File: src/rtl/serial_word_deserializer.sv
// Serial-to-parallel word assembler with valid/ready on both sides.
// Holds one full word in sr while the output register is still occupied.
module serial_word_deserializer #(
   parameter int N = 2
) (
   input  logic         clk,
   input  logic         rst_n,
   input  logic         clr,
   input  logic         sin,
   input  logic         sin_valid,
   output logic         sin_ready,
   output logic [N-1:0] word,
   output logic         word_valid,
   input  logic         word_ready,
   output logic         busy
);

   localparam int CW = $clog2(N);
   localparam logic [CW-1:0] LAST = CW'(N - 1);

   typedef enum logic {
      S_FILL,
      S_WAIT
   } state_t;

   state_t         state, state_nx;
   logic [CW-1:0]  count;
   logic [N-1:0]   sr;
   logic           accept;
   logic           drain;
   logic           out_free;
   logic           last;
   logic           load_fill;
   logic           load_wait;

   assign accept    = sin_valid & sin_ready & ~clr;
   assign drain     = word_valid & word_ready;
   assign out_free  = ~word_valid | word_ready;
   assign last      = (count == LAST);
   assign load_fill = (state == S_FILL) & accept & last & out_free;
   assign load_wait = (state == S_WAIT) & drain;

   always_ff @(posedge clk or negedge rst_n) begin
      if (!rst_n) begin
         state <= S_FILL;
      end else begin
         state <= state_nx;
      end
   end

   always_comb begin
      state_nx = state;
      if (clr) begin
         state_nx = S_FILL;
      end else begin
         unique case (state)
            S_FILL:
               if (accept & last & ~out_free) state_nx = S_WAIT;
            S_WAIT:
               if (drain) state_nx = S_FILL;
            default:
               state_nx = S_FILL;
         endcase
      end
   end

   always_comb begin
      sin_ready = (state == S_FILL);
      busy      = (count != '0) | (state == S_WAIT);
   end

   // sr and word survive clr; only the bookkeeping is dropped
   always_ff @(posedge clk or negedge rst_n) begin
      if (!rst_n) begin
         sr         <= '0;
         count      <= '0;
         word       <= '0;
         word_valid <= 1'b0;
      end else if (clr) begin
         count      <= '0;
         word_valid <= 1'b0;
      end else begin
         if (accept) begin
            sr    <= {sr[N-2:0], sin};
            count <= last ? '0 : count + CW'(1);
         end
         if (load_fill) begin
            word <= {sr[N-2:0], sin};
         end else if (load_wait) begin
            word <= sr;
         end
         if (load_fill | load_wait) begin
            word_valid <= 1'b1;
         end else if (drain) begin
            word_valid <= 1'b0;
         end
      end
   end

endmodule

File: config.mk
export PLATFORM = sky130hd
export DESIGN_NAME = serial_word_deserializer
export DESIGN_NICKNAME = d
export VERILOG_FILES = /design/src/rtl/serial_word_deserializer.sv
export SDC_FILE = /design/constraint.sdc
export NUM_CORES = 1
export LEC_CHECK = 0
export CORE_AREA = 5 5 42 44
export CTS_CLUSTER_DIAMETER = 50
export DETAILED_ROUTE_END_ITERATION = 10
export DIE_AREA = 0 0 47 49
export HOLD_SLACK_MARGIN = 0.06
export SLEW_MARGIN = 20
export SYNTH_ARGS = -nofsm -noshare
export SYNTH_HDL_FRONTEND = slang
export SYNTH_SLANG_ARGS = --single-unit
File: constraint.sdc
create_clock -name clk -period 2.1 [get_ports clk]
set_input_delay 0.42 -clock clk [delete_from_list [all_inputs] [get_ports clk]]
set_output_delay 0.42 -clock clk [all_outputs]
set_load 0.02 [all_outputs]
==> flow_summary.yaml <==
detailed_routing:
  drtPass1Iterations: 4
  ant_nets: 0
  wirelength_um: 795
  drc_errors: 0
  drtIter0Drc: 4
  vias_per_cell: 4.83
  routedWlPerCell_um: 12.0
  via_count: 319
floorplan:
  die_w_um: 47
  design.core.area_um2: 1400
  io_pins: 11
  die_height_um: 49
  start_util_pct: 27.1
  rows: 14
  dieArea_um2: 2300
pwr:
  ir_drop_uv: 293
  finalPower_uw: 445
  p_per_area_nw_per_um2: 847
  leakage_uw: 0.000211
placement:
  dp_cells: 62
  port_buffers: 10
  dp_hpwl_um: 615
  gp_congestion: 0.737
critical_path:
  r2r_setup_slack_ps: 970
  r2r-start: "state$_DFF_PN0_"
  required_ps: 1680
  critPathCapture: "busy"
  worstSetupPathType: "register to primary output"
  cp_max_fo: 8
  critPathLaunch: "state$_DFF_PN0_"
  r2r_cells: 3
  worstPathArrival_ps: 1540
  endpoint_kind: "primary output"
  r2r_end: "word[1]$_DFFE_PN0P_"
  start_kind: "register"
global_routing:
  antenna_found_initial: 0
  grt_max_degree: 10
  grt_overflow: 0
  globalRouteMet3Util_pct: 2.21
  use_met2_pct: 11.3
  busiest_layer: "met2"
  grtUsageTotal_pct: 8.13
  grt_pass1_vias: 335
  grt_pass1_wl_um: 1380
  met1_usage_pct: 10.5
logic_synthesis:
  yosys-top-cells-area: "dfrtp_1 (46%), a211oi_1 (7.9%), and2b_1 (5.9%)"
  synth_fp_nets: 42
  syn_area_per_cell_um2: 10.5
  synth.top_cell.area_share_pct: 46.2
  ys_seq_area_share_pct: 46.2
  syn_area_um2: 379
  yosys_register_bits: 7
  syn_inst: 36
  synth.largest_area_cell: "dfrtp_1"
  synth_cell_types: 19
  ys_warn_count: 0
sta:
  fin_tns_setup_ps: 0
  report.final.hold_viol_count: 0
  whs_ps: 434
  rsz0062_at_grt: "no"
  fin_crit_ps: 1960
  slew_violations: 0
  worst_pin_slew_ps: 333
  fmax_ghz: 0.511
  post-route-period-util_pct: 93.2
  max_slew_margin_pct: 77.7
  clock_skew_ps: 4.19
  setup_violations: 0
cells_and_area:
  finalNetCount: 57
  drive_above_1_share_pct: 16.0
  insertedDiodeCount: 0
  fill_cells: 154
  finalNonFillerCells: 66
  area_delta_synth_final_pct: 38.6
clocking:
  clk_latency_ps: 250
  cts_setup_buffers: 0
  cts_resized: 0
  path_clk_slew_ps: 60
  clock_path_buffers: 2
  postCtsHoldBufs: 0
  clock-sinks: 7
  tritoncts: "built"
  numCtsBuffers: 3
  htree_levels: 1
  cts_root_buf: "clkbuf_4"
run:
  drv_cap: 0
outcome:
  outcome: "completed"
hold_path:
  hp-class: "input port to asynchronous set/reset pin"
[report_power, final]
part           total [µW]  switching [µW]  internal (µW)  leakage [µW]
Clock                 124            51.5           72.7     0.0000150
Sequential            187            23.8            163     0.0000873
Combinational         134            60.4           73.5      0.000109
Total                 445             136            310      0.000211
[area by class of cell]
cell class | instances | area, µm² | area share [%]
flip-flops and latches | 7 | 175 | 33.3
clock buffers | 4 | 26.3 | 5.00
inverters | 2 | 7.51 | 1.43
well taps | 16 | 20.0 | 3.81
repair buffers | 10 | 100 | 19.0
multi-input cells | 27 | 196 | 37.4
[how the worst min path moves through the flow]
stage | to | start | cells past startpoint | slack [ps]
2_1_floorplan | count$_DFFE_PN0P_ | rst_n | 0 | 120
6_report | word_valid$_DFFE_PN0P_ | rst_n | 1 | 430
3_5_place_dp | sr[1]$_DFFE_PN0P_ | sr[1]$_DFFE_PN0P_ | 1 | 490
5_1_grt | word[0]$_DFFE_PN0P_ | rst_n | 1 | 450
3_3_place_gp | sr[1]$_DFFE_PN0P_ | sr[1]$_DFFE_PN0P_ | 1 | 490
4_1_cts | word_valid$_DFFE_PN0P_ | rst_n | 1 | 440
[stage by stage]
stage,util (%),setup WS (ps),area (µm²)
floorplan,-,923,379
finish,37.5,143,526
global placement,35.6,415,499
global route,37.5,94.5,526
detailed placement,35.6,392,499
CTS,37.5,134,526
[cells by family (layout without fill, tap and decap cells)]
logic type	after synthesis	count (layout)	synth area share [%]
simple gates	15	15	26.1
buf+inv	2	16	1.98
xor+xnor	1	1	2.31
mux	2	2	5.94
flops	7	7	46.2
compound gates	9	9	17.5
[layout by cell type, fill, tap and decap left out, drive strengths merged, types with 2 or more instances in the layout]
cell type / synthesis / layout
clkdlybuf4s50: 0 / 10
dfrtp: 7 / 7
a211oi: 4 / 4
and2b: 4 / 4
clkbuf: 0 / 4
inv: 2 / 2
nand3: 2 / 2
nor2: 2 / 2
mux2: 2 / 2
o2bb2ai: 2 / 2
nor3: 2 / 2
[critical path, cell delays in order, from the launching register on]
cell and delay (ps):
dfrtp_1 440, or2_2 310, clkdlybuf4s50_1 540
[flip-flops by register name, indices dropped and copies added (netlist names)]
signal and flops:
count 1, sr 2, state 1, word 2, word_valid 1
[per-layer routing]
metal / vias up / share of wire [%]
li1: 162 / -
met1: 150 / 46
met2: 5 / 49
met3: 2 / 2.8
met4: 0 / 1.6
met5: - / 0
[synthesized netlist by cell type, drive strengths merged]
cell type  instances
xnor2              1
a211oi             4
nand4bb            1
dfrtp              7
nor2b              1
or2                1
mux2               2
nor3               2
a221oi             1
and4bb             1
nand2              1
inv                2
a21oi              1
nor2               2
and2b              4
o2bb2ai            2
nand3              2
o21ai              1
Power figures use the tool's default switching activity.
